==> src/rtl/mem_arbiter_pkg.sv <==
// mem_arbiter_pkg: shared FSM state encodings for the memory arbiter
package mem_arbiter_pkg;
  localparam logic [1:0] S_IDLE = 2'd0;
  localparam logic [1:0] S_OWN0 = 2'd1;
  localparam logic [1:0] S_OWN1 = 2'd2;
  localparam logic [1:0] S_TURN = 2'd3;
endpackage

==> src/rtl/mem_arbiter_bus_mux.sv <==
// mem_arbiter_bus_mux: steers the owning master onto the slave port and gates ready back
module mem_arbiter_bus_mux #(
  parameter int ADDR_WIDTH = 32,
  parameter int DATA_WIDTH = 32
) (
  input  logic                  own_valid_i,
  input  logic                  own_id_i,
  input  logic [ADDR_WIDTH-1:0] m0_addr_i,
  input  logic [DATA_WIDTH-1:0] m0_data_i,
  input  logic                  m0_re_i,
  input  logic                  m0_we_i,
  input  logic [ADDR_WIDTH-1:0] m1_addr_i,
  input  logic [DATA_WIDTH-1:0] m1_data_i,
  input  logic                  m1_re_i,
  input  logic                  m1_we_i,
  input  logic                  mem_ready_i,
  output logic [ADDR_WIDTH-1:0] mem_addr_o,
  output logic [DATA_WIDTH-1:0] mem_data_o,
  output logic                  mem_re_o,
  output logic                  mem_we_o,
  output logic                  m0_ready_o,
  output logic                  m1_ready_o
);
  assign mem_addr_o = !own_valid_i ? '0 : own_id_i ? m1_addr_i : m0_addr_i;
  assign mem_data_o = !own_valid_i ? '0 : own_id_i ? m1_data_i : m0_data_i;
  assign mem_re_o   = own_valid_i & (own_id_i ? m1_re_i : m0_re_i);
  assign mem_we_o   = own_valid_i & (own_id_i ? m1_we_i : m0_we_i);
  assign m0_ready_o = own_valid_i & !own_id_i & mem_ready_i;
  assign m1_ready_o = own_valid_i & own_id_i & mem_ready_i;
endmodule

==> src/rtl/mem_arbiter.sv <==
// mem_arbiter: two-master round-robin bus arbiter with burst hold, bounded preemption and turnaround
module mem_arbiter
  import mem_arbiter_pkg::*;
#(
  parameter int ADDR_WIDTH = 32,
  parameter int DATA_WIDTH = 32,
  parameter int MAX_BURST  = 16,
  parameter int CNT_WIDTH  = 8
) (
  input  logic                  clk,
  input  logic                  res,
  input  logic [ADDR_WIDTH-1:0] m0_addr,
  input  logic [DATA_WIDTH-1:0] m0_dataOut,
  input  logic                  m0_re,
  input  logic                  m0_we,
  output logic [DATA_WIDTH-1:0] m0_dataIn,
  output logic                  m0_ready,
  input  logic [ADDR_WIDTH-1:0] m1_addr,
  input  logic [DATA_WIDTH-1:0] m1_dataOut,
  input  logic                  m1_re,
  input  logic                  m1_we,
  output logic [DATA_WIDTH-1:0] m1_dataIn,
  output logic                  m1_ready,
  output logic [ADDR_WIDTH-1:0] mem_addr,
  output logic [DATA_WIDTH-1:0] mem_dataOut,
  output logic                  mem_re,
  output logic                  mem_we,
  input  logic [DATA_WIDTH-1:0] mem_dataIn,
  input  logic                  mem_ready,
  output logic                  gnt_valid,
  output logic                  gnt_id
);
  localparam logic [CNT_WIDTH:0] MAXB = (CNT_WIDTH+1)'(MAX_BURST);
  localparam logic [CNT_WIDTH:0] ONE  = (CNT_WIDTH+1)'(1);
  logic [1:0] state_q, state_d;
  logic last_owner_q, last_owner_d, next_owner_q, next_owner_d;
  logic [CNT_WIDTH-1:0] burst_cnt_q, burst_cnt_d;
  logic [CNT_WIDTH:0] cnt_inc;
  logic req0, req1, own_valid, own_id, req_own, req_oth, preempt, idle_pick, turn_pick;
  assign req0      = m0_re | m0_we;
  assign req1      = m1_re | m1_we;
  assign own_valid = (state_q == S_OWN0) | (state_q == S_OWN1);
  assign own_id    = state_q == S_OWN1;
  assign req_own   = own_id ? req1 : req0;
  assign req_oth   = own_id ? req0 : req1;
  assign cnt_inc   = {1'b0, burst_cnt_q} + ONE;
  assign preempt   = (MAX_BURST != 0) & mem_ready & (cnt_inc >= MAXB) & req_oth;
  assign idle_pick = (req0 & req1) ? ~last_owner_q : req1;
  assign turn_pick = (next_owner_q ? req1 : req0) ? next_owner_q : ~next_owner_q;
  assign gnt_valid = own_valid;
  assign gnt_id    = own_id;
  assign m0_dataIn = mem_dataIn;
  assign m1_dataIn = mem_dataIn;
  mem_arbiter_bus_mux #(.ADDR_WIDTH(ADDR_WIDTH), .DATA_WIDTH(DATA_WIDTH)) u_mux (
    .own_valid_i(own_valid), .own_id_i(own_id),
    .m0_addr_i(m0_addr), .m0_data_i(m0_dataOut), .m0_re_i(m0_re), .m0_we_i(m0_we),
    .m1_addr_i(m1_addr), .m1_data_i(m1_dataOut), .m1_re_i(m1_re), .m1_we_i(m1_we),
    .mem_ready_i(mem_ready),
    .mem_addr_o(mem_addr), .mem_data_o(mem_dataOut), .mem_re_o(mem_re), .mem_we_o(mem_we),
    .m0_ready_o(m0_ready), .m1_ready_o(m1_ready)
  );
  // Next-state: grant selection, owner release/preemption and burst counting
  always_comb begin
    state_d      = state_q;
    last_owner_d = last_owner_q;
    next_owner_d = next_owner_q;
    burst_cnt_d  = burst_cnt_q;
    case (state_q)
      S_IDLE: if (req0 | req1) begin
        state_d      = idle_pick ? S_OWN1 : S_OWN0;
        last_owner_d = idle_pick;
        burst_cnt_d  = '0;
      end
      S_TURN: begin
        state_d = !(req0 | req1) ? S_IDLE : turn_pick ? S_OWN1 : S_OWN0;
        if (req0 | req1) begin
          last_owner_d = turn_pick;
          burst_cnt_d  = '0;
        end
      end
      default: begin
        if (mem_ready && cnt_inc <= MAXB) burst_cnt_d = cnt_inc[CNT_WIDTH-1:0];
        if (!req_own) state_d = req_oth ? S_TURN : S_IDLE;
        else if (preempt) state_d = S_TURN;
        if (!req_own || preempt) next_owner_d = ~own_id;
      end
    endcase
  end
  // State registers with synchronous reset; master 0 wins the first tie
  always_ff @(posedge clk) begin
    if (res) begin
      state_q      <= S_IDLE;
      last_owner_q <= 1'b1;
      next_owner_q <= 1'b0;
      burst_cnt_q  <= '0;
    end else begin
      state_q      <= state_d;
      last_owner_q <= last_owner_d;
      next_owner_q <= next_owner_d;
      burst_cnt_q  <= burst_cnt_d;
    end
  end
endmodule

==> config.mk <==
export PLATFORM = sky130hd
export DESIGN_NAME = mem_arbiter
export DESIGN_NICKNAME = d
export VERILOG_FILES = /design/src/rtl/mem_arbiter_pkg.sv /design/src/rtl/mem_arbiter_bus_mux.sv /design/src/rtl/mem_arbiter.sv
export SDC_FILE = /design/constraint.sdc
export NUM_CORES = 1
export LEC_CHECK = 0
export ABC_AREA = 1
export CAP_MARGIN = 15
export CORE_AREA = 4 4 116 118
export DETAILED_ROUTE_END_ITERATION = 12
export DIE_AREA = 0 0 120 122
export SYNTH_ARGS = -nofsm -noshare
export SYNTH_HDL_FRONTEND = slang
export SYNTH_HIERARCHICAL = 1
export SYNTH_SLANG_ARGS = --single-unit
export TNS_END_PERCENT = 30
==> constraint.sdc <==
create_clock -name clk -period 4.5 [get_ports clk]
set_input_delay 0.9 -clock clk [delete_from_list [all_inputs] [get_ports clk]]
set_output_delay 0.9 -clock clk [all_outputs]
set_load 0.03 [all_outputs]
## Word-level counts from Yosys, hierarchy flattened

Cells that the tools add are included.

| word-level totals | value |
|---|---|
| logic and storage cells | 68 |
| bits of input ports | 167 |
| output and inout port bits | 134 |
| register bits | 12 |

| cells by class | value |
|---|---|
| reductions and logical operators | 12 |
| $add $sub $neg | 1 |
| magnitude comparators | 2 |
| muxes and demuxes | 25 |
| bitwise logic cells | 17 |
| eq/ne operators | 7 |

Operators by type and width:

| kind | count |
|---|---|
| $mux 32 | 4 |
| $mux 8 | 3 |
| $mux 2 | 7 |
| $add 8x1->9 const B | 1 |
| $and 1x1->1 | 9 |
| $ge 9x5->1 const B | 1 |
| $le 9x5->1 const B | 1 |
| $mux 1 | 9 |
| $reduce_and 2->1 | 3 |
| $eq 2x2->1 const B | 2 |
| $ne 2x2->1 const B | 2 |
| $ne 4x1->1 const B | 1 |
| $not 1->1 | 4 |
| $or 1x1->1 | 4 |
| $pmux 2 s2 | 1 |
| $reduce_bool 2->1 | 2 |
| $reduce_and 3->1 | 1 |
| $eq 2x1->1 const B | 1 |
| $logic_not 1->1 | 2 |
| $logic_not 2->1 | 1 |
| $ne 2x1->1 const B | 1 |
| $pmux 1 s2 | 1 |
| $reduce_or 2->1 | 1 |
| $logic_and 1x1->1 | 1 |
| $logic_or 1x1->1 | 1 |

## Depth between registers and ports, before layout

| logic depth | value |
|---|---|
| depth in word-level cells | 7 |
| gate-level depth with buffers | 13 |
| depth with buffers taken out | 13 |

## Cells and area by module

Netlist, hierarchy kept.

By module, submodules not included:

| module | seq. area each (um^2) | instances | cells each | area an instance (um^2) |
|---|---|---|---|---|
| mem_arbiter | 240.2 | 1 | 195 | 1,332.5 |
| mem_arbiter_bus_mux | 0.0 | 1 | 234 | 1,234.9 |

## Worst setup path before layout

OpenSTA, ideal clock, no wires.

| timing path | value |
|---|---|
| path kind | reg-to-output |
| start | register state_q[1] |
| end | output m1_ready |
| arrival time | 1.859 ns |
| required time | 3.600 ns |
| setup slack | 1.741 ns |
| cell stages (with the launch flop) | 8 |
| buffers on the path | 3 |
| cell sequence | dfxtp_1 inv_1 ha_1 buf_4 buf_6 buf_6 nand2_1 nor2_1 |

| on the way | value |
|---|---|
| word-level cells in the longest chain between the ends | 4 |
| elaborated cells on any way between the ends | 5 |
| classes of those cells | eq/ne (2); bitwise (3) |

RTL lines:

| what | line | source |
|---|---|---|
| start: declaration | mem_arbiter.sv:35 | `logic [1:0] state_q, state_d;` |
| start signal: assignment | mem_arbiter.sv:97 | `state_q <= state_d;` |
| $eq 2x1->1 / $eq 2x2->1 (equally long branches) | mem_arbiter.sv:42 | `assign own_valid = (state_q == S_OWN0) \| (state_q == S_OWN1);` |
| $or 1x1->1 * | mem_arbiter.sv:42 |  |
| via gnt_valid | mem_arbiter.sv:30 | `output logic gnt_valid,` |
| $and 1x1->1 * (2 in series) | mem_arbiter_bus_mux.sv:29 | `assign m1_ready_o = own_valid_i & own_id_i & mem_ready_i;` |
| end: declaration | mem_arbiter.sv:23 | `output logic m1_ready,` |

The timed path passes the listed nets; every way through them passes the cells marked *.

## Worst setup path after layout

| timing path | value |
|---|---|
| start | register state_q[0] |
| end | output mem_addr[5] |

| on the way | value |
|---|---|
| word-level cells in the longest chain between the ends | 3 |
| elaborated cells on any way between the ends | 5 |
| classes of those cells | eq/ne (2); mux (2); bitwise (1) |

RTL lines:

| what | line | source |
|---|---|---|
| $eq 2x2->1 / $eq 2x1->1 (equally long branches) | mem_arbiter.sv:42, mem_arbiter.sv:43 |  |
| $mux 32 / $or 1x1->1 (equally long branches) | mem_arbiter_bus_mux.sv:24, mem_arbiter.sv:42 |  |
| $mux 32 * | mem_arbiter_bus_mux.sv:24 | `assign mem_addr_o = !own_valid_i ? '0 : own_id_i ? m1_addr_i : m0_addr_i;` |
| end: declaration | mem_arbiter.sv:24 | `output logic [ADDR_WIDTH-1:0] mem_addr,` |

Mark *: on every way between the ends. The rest lies on a longest branch, timed or not.

==> insert_results.sql <==
INSERT INTO impl_metrics (metric_group, metric, value, unit) VALUES
('global_routing', 'maximum_number_of_pins_on_one_net_before_global_route_repair', '68', ''),
('clock_network', 'ctsLongestPathBuffers', '2', ''),
('floorplanning', 'fp.dieH', '122', 'um'),
('routing', 'total_number_of_vias', '3179', ''),
('setup_path', 'worst_ep_required_time', '3.60', 'ns'),
('floorplanning', 'std_cell_rows', '41', ''),
('clock_network', 'worst_setup_hold_path_clk_slew', '0.04', 'ns'),
('power_and_ir_drop', 'finalPower', '0.002719', 'W'),
('sta', 'report.final.setup_viol', '0', ''),
('clock_network', 'cts.repair_timing.setup_buffer_count', '0', ''),
('routing', 'wire_length_on_met3', '1243', 'um'),
('clock_network', 'number_of_clock_sinks', '12', ''),
('sta', 'achievable-frequency', '270.8', 'MHz'),
('floorplanning', 'floorplan.die_area', '14640', 'um^2'),
('routing', 'initialDrtViolationCount', '263', ''),
('sta', 'fin_crit', '3.692', 'ns'),
('power_and_ir_drop', 'p_per_area', '645.2', 'nW/um^2'),
('setup_path', 'cp-start-kind', 'register', ''),
('routing', 'route.final.wire_length', '10670', 'um'),
('hold_path', 'min_path_type', 'reg -> reg', ''),
('synth', 'synth_cell_count_leaders', 'nand3_1 (136), nand2_1 (97), buf_4 (70)', ''),
('sta', 'finalSetupTns', '0', 'ns'),
('layout', 'area_growth_syn_to_layout', '64.13', '%'),
('power_and_ir_drop', 'worst_ir_drop_vdd', '0.2278', 'mV'),
('setup_path', 'crit_type', 'reg -> out', ''),
('clock_network', 'cts_tree', 'done', ''),
('routing', 'routed.top_layer', 'met5', ''),
('setup_path', 'critPathCaptureType', 'output port', ''),
('synth', 'synth_top_flop_cell', 'dfxtp_1', ''),
('global_routing', 'global_route_wire_length_before_repair', '15240', 'um'),
('layout', 'layout-drive-gt1-share', '6.250', '%'),
('clock_network', 'cts-hold-fix-buffers', '0', ''),
('synth', 'synthesis.yosys.warnings', '6', ''),
('placement', 'port_buffers', '204', ''),
('placement', 'place_congestion', '0.7663', ''),
('routing', 'detail_route.wl_per_cell', '14.91', 'um'),
('global_routing', 'first_global_vias', '2826', ''),
('synth', 'synth.yosys.seq_area_share', '9.357', '%'),
('placement', 'placed_area', '4139', 'um^2'),
('floorplanning', 'core-area', '12470', 'um^2'),
('floorplanning', 'floorplan.die.width', '120', 'um'),
('synth', 'synth-edff-count', '0', ''),
('routing', 'dr.pass1.iters', '4', ''),
('clock_network', 'tritoncts.num_buffers', '3', ''),
('sta', 'rsz0062_at_grt', 'false', ''),
('routing', 'met2WireLength', '5175', 'um'),
('synth', 'synth_largest_area_cell', 'nand3_1', ''),
('routing', 'avgViaCountPerCell', '4.440', ''),
('floorplanning', 'io-pin-count', '301', ''),
('routing', 'wirelength_met1', '4141', 'um'),
('clock_network', 'cts_htree_levels', '1', ''),
('routing', 'drt_drc_violations_left', '0', ''),
('setup_path', 'critical_path.max_fanout', '41', ''),
('power_and_ir_drop', 'p_leak', '1.790', 'nW'),
('synth', 'synthDominantCellAreaShare', '26.51', '%'),
('floorplanning', 'floorplan.initialDensity', '20.60', '%'),
('synth', 'top_cells_by_area_synth', 'nand3_1 (27%), buf_4 (20%), nand2_1 (14%), dfxtp_1 (9.4%), nand3_2 (4.7%)', ''),
('hold_path', 'worstHoldStart', 'burst_cnt_q[7]', ''),
('synth', 'post-synth-top-count-cell', 'nand3_1', ''),
('sta', 'final.setup_skew', '0.001303', 'ns'),
('synth', 'postSynthCellCount', '429', ''),
('synth', 'synth_cell_type_count', '29', ''),
('routing', 'antenna_violating_nets_post_route', '0', ''),
('setup_path', 'r2r-start', 'state_q[1]', ''),
('placement', 'detailedPlacementHpwl', '8328', 'um'),
('layout', 'net_count_of_the_finished_layout', '717', ''),
('outcome', 'result_of_the_run', 'completed', ''),
('synth', 'syn_avg_cell_area', '5.985', 'um^2'),
('sta', 'setup_ws', '0.8078', 'ns'),
('global_routing', 'grt_antenna_before_repair', '1', ''),
('setup_path', 'r2r_setup_slack', '2.16', 'ns');
registers in the layout, summed over array words and instances (netlist names):
| register | cells |
|---|---|
| burst_cnt_q | 8 |
| state_q | 2 |
| last_owner_q | 1 |
| next_owner_q | 1 |
area by class of cell:
| class | instances | area [um^2] |
|---|---|---|
| sequential | 12 | 240.2 |
| inverter | 23 | 93.84 |
| fill | 1375 | 8252 |
| tap | 172 | 215.2 |
| multi-input combinational | 299 | 1513 |
| clock buffer | 3 | 75.07 |
| timing repair buffer | 207 | 2077 |
metrics by stage:
step / hold WS [ns] / std cells / util [%]
global route: 0.4998 / 716 / 33.81
CTS: 0.4667 / 716 / 33.81
finish: 0.4694 / 716 / 33.81
floorplan: 0.4388 / 429 / -
detailed placement: 0.4610 / 713 / 33.20
global placement: 0.4557 / 713 / 33.20
worst paths after layout:
path	cells past startpoint	to
worst max-delay path	6	mem_addr[5]
worst min-delay path	2	burst_cnt_q[7]
worst max register to register	9	burst_cnt_q[3]
worst min register to register	2	burst_cnt_q[7]
report_power, final:
part	switching, W	internal, W	total [W]
registers	0.0000166	0.000126	0.000142
logic	0.00151	0.000909	0.00242
clock network	0.0000439	0.000116	0.000160
cells in the final DEF, fill, tap and decap left out, types with 2 or more instances in the layout:
| master | synthesis | routed |
|---|---|---|
| ha_1 | 4 | 2 |
| nand3_2 | 12 | 12 |
| clkdlybuf4s50_1 | 0 | 204 |
| o21ai_0 | 6 | 6 |
| a21oi_2 | 5 | 5 |
| nor2_1 | 16 | 16 |
| nor2_2 | 2 | 2 |
| nand3_1 | 136 | 136 |
| a21oi_1 | 6 | 6 |
| dfxtp_1 | 12 | 12 |
| nor3_1 | 3 | 3 |
| buf_4 | 70 | 2 |
| clkbuf_16 | 0 | 3 |
| inv_1 | 21 | 21 |
| nand2_2 | 3 | 3 |
| nand2_1 | 97 | 97 |
metal layers:
layer	vias to the layer above	track usage, %
met5	-	0
met4	2	2.291
met3	12	5.617
met2	179	22.62
met1	1407	14.50
li1	1579	-
kinds of logic after synthesis:
group	Yosys count	synth area share, %
adders and majority gates	4	1.949
DFF	12	9.357
xor gates and xnor gates	1	0.3412
AOI/OAI and AO/OA	20	4.971
buffers and inverters	118	32.31
and+or+nand+nor	274	51.07
critical path: stages (launching register included):
cell	delay (ns)
dfxtp_1	0.32
inv_1	0.13
ha_2	0.66
buf_4	0.51
nand3_1	0.15
nand2_1	0.10
clkdlybuf4s50_1	0.67
Note: power is estimated with default switching activity, not from simulation.
